<file path="src/rtl/tdc_pkg.sv">
// Shared definitions for the TDC measurement controller: FSM state codes
// and the default geometry of the coarse/fine result word.
package tdc_pkg;

    // FSM state encoding
    localparam logic [1:0] ST_IDLE  = 2'd0;
    localparam logic [1:0] ST_ARMED = 2'd1;
    localparam logic [1:0] ST_HOLD  = 2'd2;

    // Default geometry
    localparam int DEF_COARSE_W    = 16;
    localparam int DEF_FINE_W      = 4;
    localparam int DEF_TIMEOUT     = 1000;
    localparam int DEF_SYNC_STAGES = 2;

    // Result word reported when the window closes without a hit
    localparam logic [DEF_COARSE_W+DEF_FINE_W-1:0] DEF_TIMEOUT_CODE = '1;

endpackage

</file>
<file path="src/rtl/tdc_sync_edge.sv">
// Synchroniser for the delay line's COUNT_ON plus a rising-edge detector.
// The edge output is combinational from the last sync stage so that a level
// first sampled at counter value N is reported while the counter reads
// N + STAGES. Pulsing 'arm' primes the detector as if the line were already
// high, so a level that is present when a measurement starts is not a hit.
module tdc_sync_edge #(
    parameter int STAGES = 2
) (
    input  logic clk,
    input  logic rst_n,
    input  logic din,
    input  logic arm,
    output logic rise
);

    wire [STAGES-1:0] chain;
    logic             prev_reg;

    generate
        for (genvar gi = 0; gi < STAGES; gi++) begin : g_stage
            logic d;
            logic q_reg;

            if (gi == 0) begin : g_first
                assign d = din;
            end else begin : g_next
                assign d = chain[gi-1];
            end

            // One flop of the metastability chain
            always_ff @(posedge clk or negedge rst_n) begin
                if (!rst_n) begin
                    q_reg <= 1'b0;
                end else begin
                    q_reg <= d;
                end
            end

            assign chain[gi] = q_reg;
        end
    endgenerate

    // Previous synchronised level; forced high on arm to mask a pre-existing level
    always_ff @(posedge clk or negedge rst_n) begin
        if (!rst_n) begin
            prev_reg <= 1'b0;
        end else if (arm) begin
            prev_reg <= 1'b1;
        end else begin
            prev_reg <= chain[STAGES-1];
        end
    end

    assign rise = chain[STAGES-1] & ~prev_reg;

endmodule

</file>
<file path="src/rtl/tdc_sequencer.sv">
// Measurement controller for the TDC delay line. START opens a hit window
// (HIT_EN), a coarse counter runs until the synchronised COUNT_ON rises or
// the window expires, and the {coarse, fine} result is offered on a
// VALID/READY port until it is accepted.
module tdc_sequencer
    import tdc_pkg::*;
#(
    parameter int COARSE_W    = DEF_COARSE_W,
    parameter int FINE_W      = DEF_FINE_W,
    parameter int TIMEOUT     = DEF_TIMEOUT,
    parameter int SYNC_STAGES = DEF_SYNC_STAGES
) (
    input  logic                       clk,
    input  logic                       rst_n,
    input  logic                       start,
    output logic                       hit_en,
    input  logic                       count_on,
    input  logic [FINE_W-1:0]          z,
    output logic [COARSE_W+FINE_W-1:0] data,
    output logic                       valid,
    input  logic                       ready,
    output logic                       timeout_flag,
    output logic                       busy
);

    localparam int DATA_W = COARSE_W + FINE_W;

    localparam logic [COARSE_W-1:0] LAST_COUNT   = COARSE_W'(TIMEOUT - 1);
    localparam logic [COARSE_W-1:0] SYNC_OFFSET  = COARSE_W'(SYNC_STAGES);
    localparam logic [DATA_W-1:0]   TIMEOUT_CODE = '1;

    logic [1:0]          state_reg;
    logic [1:0]          state_next;
    logic [COARSE_W-1:0] counter_reg;
    logic [COARSE_W-1:0] counter_next;
    logic [DATA_W-1:0]   data_reg;
    logic [DATA_W-1:0]   data_next;
    logic                flag_reg;
    logic                flag_next;

    logic                handshake;
    logic                arm;
    logic                hit_rise;
    logic [COARSE_W-1:0] coarse_hit;
    logic [FINE_W-1:0]   z_aligned;

    wire  [SYNC_STAGES-1:0][FINE_W-1:0] z_chain;

    // A new window opens from IDLE, or straight from HOLD on the handshake cycle
    assign handshake = (state_reg == ST_HOLD) & ready;
    assign arm       = start & ((state_reg == ST_IDLE) | handshake);

    tdc_sync_edge #(
        .STAGES (SYNC_STAGES)
    ) u_sync_edge (
        .clk   (clk),
        .rst_n (rst_n),
        .din   (count_on),
        .arm   (arm),
        .rise  (hit_rise)
    );

    // Z follows COUNT_ON through an equally deep pipeline so the fine code
    // presented with an edge is the one sampled together with that edge.
    generate
        for (genvar gi = 0; gi < SYNC_STAGES; gi++) begin : g_zpipe
            logic [FINE_W-1:0] d;
            logic [FINE_W-1:0] q_reg;

            if (gi == 0) begin : g_first
                assign d = z;
            end else begin : g_next
                assign d = z_chain[gi-1];
            end

            // One stage of the fine-code alignment pipeline
            always_ff @(posedge clk or negedge rst_n) begin
                if (!rst_n) begin
                    q_reg <= '0;
                end else begin
                    q_reg <= d;
                end
            end

            assign z_chain[gi] = q_reg;
        end
    endgenerate

    assign z_aligned = z_chain[SYNC_STAGES-1];

    // Undo the synchroniser delay; an edge that was in flight at arm time
    // can surface before SYNC_STAGES counts have elapsed, so clamp at zero.
    assign coarse_hit = (counter_reg >= SYNC_OFFSET) ? (counter_reg - SYNC_OFFSET) : '0;

    // Next-state, counter and result decisions
    always_comb begin
        state_next   = state_reg;
        counter_next = counter_reg;
        data_next    = data_reg;
        flag_next    = flag_reg;

        case (state_reg)
            ST_IDLE: begin
                if (start) begin
                    state_next   = ST_ARMED;
                    counter_next = '0;
                end
            end

            ST_ARMED: begin
                if (hit_rise) begin
                    // A hit on the last window cycle still counts as a hit
                    state_next = ST_HOLD;
                    data_next  = {coarse_hit, z_aligned};
                    flag_next  = 1'b0;
                end else if (counter_reg == LAST_COUNT) begin
                    state_next = ST_HOLD;
                    data_next  = TIMEOUT_CODE;
                    flag_next  = 1'b1;
                end else begin
                    // Only counts while the window stays open, so it never wraps
                    counter_next = counter_reg + COARSE_W'(1);
                end
            end

            ST_HOLD: begin
                if (ready) begin
                    flag_next = 1'b0;
                    if (start) begin
                        state_next   = ST_ARMED;
                        counter_next = '0;
                    end else begin
                        state_next = ST_IDLE;
                    end
                end
            end

            default: begin
                state_next = ST_IDLE;
            end
        endcase
    end

    // State, coarse counter and result registers
    always_ff @(posedge clk or negedge rst_n) begin
        if (!rst_n) begin
            state_reg   <= ST_IDLE;
            counter_reg <= '0;
            data_reg    <= '0;
            flag_reg    <= 1'b0;
        end else begin
            state_reg   <= state_next;
            counter_reg <= counter_next;
            data_reg    <= data_next;
            flag_reg    <= flag_next;
        end
    end

    assign hit_en       = (state_reg == ST_ARMED);
    assign valid        = (state_reg == ST_HOLD);
    assign busy         = (state_reg != ST_IDLE);
    assign data         = data_reg;
    assign timeout_flag = flag_reg;

endmodule

</file>
<file path="config.mk">
export PLATFORM = sky130hd
export DESIGN_NAME = tdc_sequencer
export DESIGN_NICKNAME = d
export VERILOG_FILES = /design/src/rtl/tdc_pkg.sv /design/src/rtl/tdc_sync_edge.sv /design/src/rtl/tdc_sequencer.sv
export SDC_FILE = /design/constraint.sdc
export NUM_CORES = 1
export LEC_CHECK = 0
export CORE_ASPECT_RATIO = 1.4
export CORE_MARGIN = 4
export CORE_UTILIZATION = 25
export DETAILED_ROUTE_END_ITERATION = 10
export DONT_BUFFER_PORTS = 1
export PLACE_DENSITY = 0.41
export SETUP_SLACK_MARGIN = 0.3
export SLEW_MARGIN = 30
export SYNTH_ARGS = -nofsm -noshare
export SYNTH_HDL_FRONTEND = slang
export SYNTH_HIERARCHICAL = 1
export SYNTH_SLANG_ARGS = --single-unit
</file>
<file path="constraint.sdc">
create_clock -name clk -period 6.3 [get_ports clk]
set_clock_uncertainty 0.2 [all_clocks]
set_input_delay 0.63 -clock clk [delete_from_list [all_inputs] [get_ports clk]]
set_output_delay 0.63 -clock clk [all_outputs]
set_load 0.01 [all_outputs]
</file>
==> impl_results.md <==
- Antenna violations before repair: 0
- Run status: completed
- Max-slew headroom: 50.1%
- Post-layout min period: 2680 ps
- Gr ovfl total: 0
- Maximum resistive drop on vdd: 0.0983 mV
- Cell count of the worst hold path: 0
- Maximum achievable frequency: 374 MHz
- Kind of start point of the critical path: register
- Std-Cell Core Area: 9560 um^2
- CP arrival: 2660 ps
- Via-per-instance ratio: 4.89
- Net load switching power: 0.000468 W
- Share of synthesized area occupied by flip-flops and latches: 50.8%
- Number of clock buffers inserted by TritonCTS: 5
- Final antenna-violating net count: 0
- Reg-to-reg critical path endpoint: data[7]
- Leak pwr: 1.14 nW
- Category of the worst setup path capture point: register
- Cell internal power dissipation: 0.000735 W
- RePlAce Congestion: 0.806
- Mux share of post-synthesis cell area: 1.22%
- Total length of routed wires: 6.21 mm
- Largest register FFs: 20
- Most frequently used cell type in the post-synthesis netlist: sky130_fd_sc_hd__dfrtp_1
- Cell types with the highest counts after synthesis: sky130_fd_sc_hd__dfrtp_1, sky130_fd_sc_hd__a21oi_1, sky130_fd_sc_hd__nand2_1
- Via count of the first global-routing pass: 1804
- Clock H-tree levels: 2
- Gate power share: 33.3%
- Main flop type after synthesis: sky130_fd_sc_hd__dfrtp_1
- Switching part of the total power: 38.9%
- Starting density of the core: 25.8%
- Number of vias in the routed layout: 1829
- Count of routing violations after the opening detailed-route iteration: 72
- Yosys warning count: 6
- Syn avg cell area: 10.1 um^2
- Number of rows in the core area: 42
- Ports: 33
- Required time of the worst setup path: 6280 ps
- Fillers: 1026
- Maximum clock insertion buffer count: 2
- TritonCTS clock tree: done
- Growth of design area from synthesis to finish: 12.5%
- Half-perimeter wire length after placement: 4.44 mm
- Worst min path class: register to register
- Number of clock sinks: 50
- Number of flops mapped to enable cells by yosys: 0
- Compound-Gate Fraction of Synth Area: 18.8%
- Clk network pwr share: 24.1%
- Leading cell types by total area after synthesis: sky130_fd_sc_hd__dfrtp_1, sky130_fd_sc_hd__o21a_1, sky130_fd_sc_hd__a21oi_1
- Die area: 11500 um^2
- Setup-failing EPs final: 0
- Average wire per cell in the routed design: 16.6 um
- Area of all placed cells without fillers: 2770 um^2
- Max Cap Viol: 0
- Synthesized Nets: 258
- Cell area after placement: 2570 um^2
- Largest area contributor in the synthesized netlist: sky130_fd_sc_hd__dfrtp_1
- Share of synthesized registers carrying an async set or reset: 100%
- Global-route usage over all layers: 11.2%
- Synth unique cells: 45
- Hold EP: u_sync_edge/g_stage[1].q_reg
- Xor and xnor fraction of the mapped netlist area: 2.84%
- Nets@finish: 254
- Maximum number of pins on one net before global-route repair: 51
- Horizontal die dimension: 91.9 um
- FF+latch area: 1250 um^2
- Reg2Reg Depth: 5
- Class of the most critical setup path: register to register
- Register bit count reported by yosys: 50
- Area share of fa/ha/maj cells after synthesis: 2.03%
- Simple-gate portion of the synthesized area: 20.0%
- Final setup TNS: 0 ps
- Launching point of the worst reg2reg path: counter_reg[6]
- Remaining design rule violation count: 0
- Clock slew at the register clock pins of the worst setup and hold paths: 70 ps
- Number of cells produced by synthesis: 245
- Count of input and output buffers: 0
- Combined area of all synthesized cells: 2460 um^2
- Endpoints failing hold: 0
- Maximum fanout count along the critical path: 12
- Part of the cycle the worst path needs: 42.5%
- Dominant combinational cell family by area after synthesis: simple AND/OR/NAND/NOR gates
- Die height: 125 um
- Fraction of power consumed by sequential logic: 42.6%
- Setup slack of the worst register-to-register path: 3620 ps
- PwrDens: 434 nW/um^2
- Pins Over Slew Limit: 0
- Count of inserted antenna diode cells: 0
- Slew @ Worst Pin: 748 ps
- Area fraction of the dominant cell type after synthesis: 50.8%
- HP Start: u_sync_edge/g_stage[0].q_reg
- Global-route wire length before repair: 10.2 mm
- Clock latency on the worst-skew pair: 290 ps
- Root buf cell: sky130_fd_sc_hd__clkbuf_16
- First-pass iteration count of the detailed router: 4
- Post-cts repair resize count: 0
- Worst hold slack across all endpoints: 148 ps
- Combined area of the multi-input logic cells: 1110 um^2
- Ratio of cells with drive above 1 in the final layout: 8.68%
- Setup repair after global routing missed its margin: no
layout by cell type (no fill, tap or decap), types with 2 or more instances in the layout:
| cell | Yosys | routed |
|---|---|---|
| sky130_fd_sc_hd__dfrtp_1 | 50 | 50 |
| sky130_fd_sc_hd__a21oi_1 | 16 | 16 |
| sky130_fd_sc_hd__nand2_1 | 16 | 16 |
| sky130_fd_sc_hd__o21a_1 | 12 | 12 |
| sky130_fd_sc_hd__o21ai_1 | 11 | 11 |
| sky130_fd_sc_hd__nor2_1 | 10 | 10 |
| sky130_fd_sc_hd__inv_1 | 9 | 9 |
| sky130_fd_sc_hd__or4_1 | 9 | 9 |
| sky130_fd_sc_hd__nand3_1 | 9 | 9 |
| sky130_fd_sc_hd__o31ai_1 | 9 | 9 |
| sky130_fd_sc_hd__nand4_1 | 6 | 6 |
| sky130_fd_sc_hd__nor3_1 | 7 | 6 |
| sky130_fd_sc_hd__o22a_1 | 6 | 6 |
| sky130_fd_sc_hd__o21ai_0 | 5 | 5 |
| sky130_fd_sc_hd__xnor2_1 | 5 | 5 |
| sky130_fd_sc_hd__clkbuf_16 | 0 | 5 |
| sky130_fd_sc_hd__or3_1 | 4 | 4 |
| sky130_fd_sc_hd__and2_1 | 4 | 4 |
| sky130_fd_sc_hd__ha_1 | 4 | 4 |
| sky130_fd_sc_hd__or2_2 | 3 | 3 |
| sky130_fd_sc_hd__nor2b_1 | 3 | 3 |
| sky130_fd_sc_hd__a21o_1 | 3 | 3 |
| sky130_fd_sc_hd__mux2i_1 | 3 | 3 |
| sky130_fd_sc_hd__xor2_1 | 3 | 3 |
| sky130_fd_sc_hd__and3_1 | 3 | 3 |
| sky130_fd_sc_hd__nand2b_1 | 2 | 2 |
| sky130_fd_sc_hd__or2_1 | 2 | 2 |
| sky130_fd_sc_hd__or3b_2 | 2 | 2 |
| sky130_fd_sc_hd__nor4_1 | 2 | 2 |
| sky130_fd_sc_hd__clkbuf_8 | 0 | 2 |
repair_timing:
| action | 4_1_cts | 5_1_grt |
|---|---|---|
| setup buffers | 0 | 0 |
| hold buffers | 2 | 0 |
| hold endpoints to repair | 50 | 0 |
routing by layer:
metal | global-route usage, % | up-vias | wire length [um]
met5 | 0 | - | 0
met1 | 13.5 | 900 | 2630
met3 | 2.52 | 7 | 232
met4 | 4.72 | 0 | 125
li1 | - | 881 | -
met2 | 19.2 | 41 | 3220
critical path, stage by stage, from the launching register on:
cell	delay (ps)
sky130_fd_sc_hd__dfrtp_1	470
sky130_fd_sc_hd__nor3_1	490
sky130_fd_sc_hd__nand4_1	410
sky130_fd_sc_hd__nor3_2	660
sky130_fd_sc_hd__o21ai_0	200
sky130_fd_sc_hd__o21a_1	140
logic make-up (layout without fill, tap and decap cells):
logic type               Yosys count  in the layout
adder cells (fa/ha/maj)            4              4
buffers and inverters             24             21
multiplexers                       3              3
AO/OA/AOI/OAI                     70             70
flip-flops                        50             50
AND/OR/NAND/NOR                   86             86
XOR/XNOR                           8              8
layout make-up:
class / instances / area share [%]
Clock buffer: 7 / 5.51
Multi-Input combinational cell: 171 / 40.1
Clock inverter: 1 / 0.316
Inverter: 10 / 1.35
Sequential cell: 50 / 45.1
Timing Repair Buffer: 3 / 1.63
Tap cell: 132 / 5.96
worst max-delay path by stage:
stage | from | endpoint | slack, ps | cells after the start
floorplan | counter_reg[12] | counter_reg[2] | 4030 | 7
global placement | counter_reg[6] | data[7] | 3400 | 5
detailed placement | counter_reg[12] | data[14] | 3640 | 5
CTS | counter_reg[12] | data[14] | 3630 | 5
global route | counter_reg[6] | data[8] | 3370 | 5
finish | counter_reg[6] | data[7] | 3620 | 5
power groups by stage:
stage / logic, W / registers (W) / clock network, W
after floorplan: 0.000321 / 0.000495 / 0
final: 0.000401 / 0.000513 / 0.000290
after global placement: 0.000390 / 0.000523 / 0
after global routing: 0.000446 / 0.000526 / 0.000311
after detailed placement: 0.000397 / 0.000523 / 0
after CTS: 0.000408 / 0.000518 / 0.000302
through the flow:
| step | setup slack [ps] | util (%) | std cells | total power, W |
|---|---|---|---|---|
| finish | 3620 | 29.0 | 374 | 0.00120 |
| global route | 3370 | 29.0 | 374 | 0.00128 |
| CTS | 3630 | 29.0 | 374 | 0.00123 |
| detailed placement | 3640 | 26.9 | 364 | 0.000921 |
| global placement | 3400 | 26.8 | 364 | 0.000913 |
| floorplan | 4030 | - | 245 | 0.000816 |
Power figures use the tool's default switching activity.
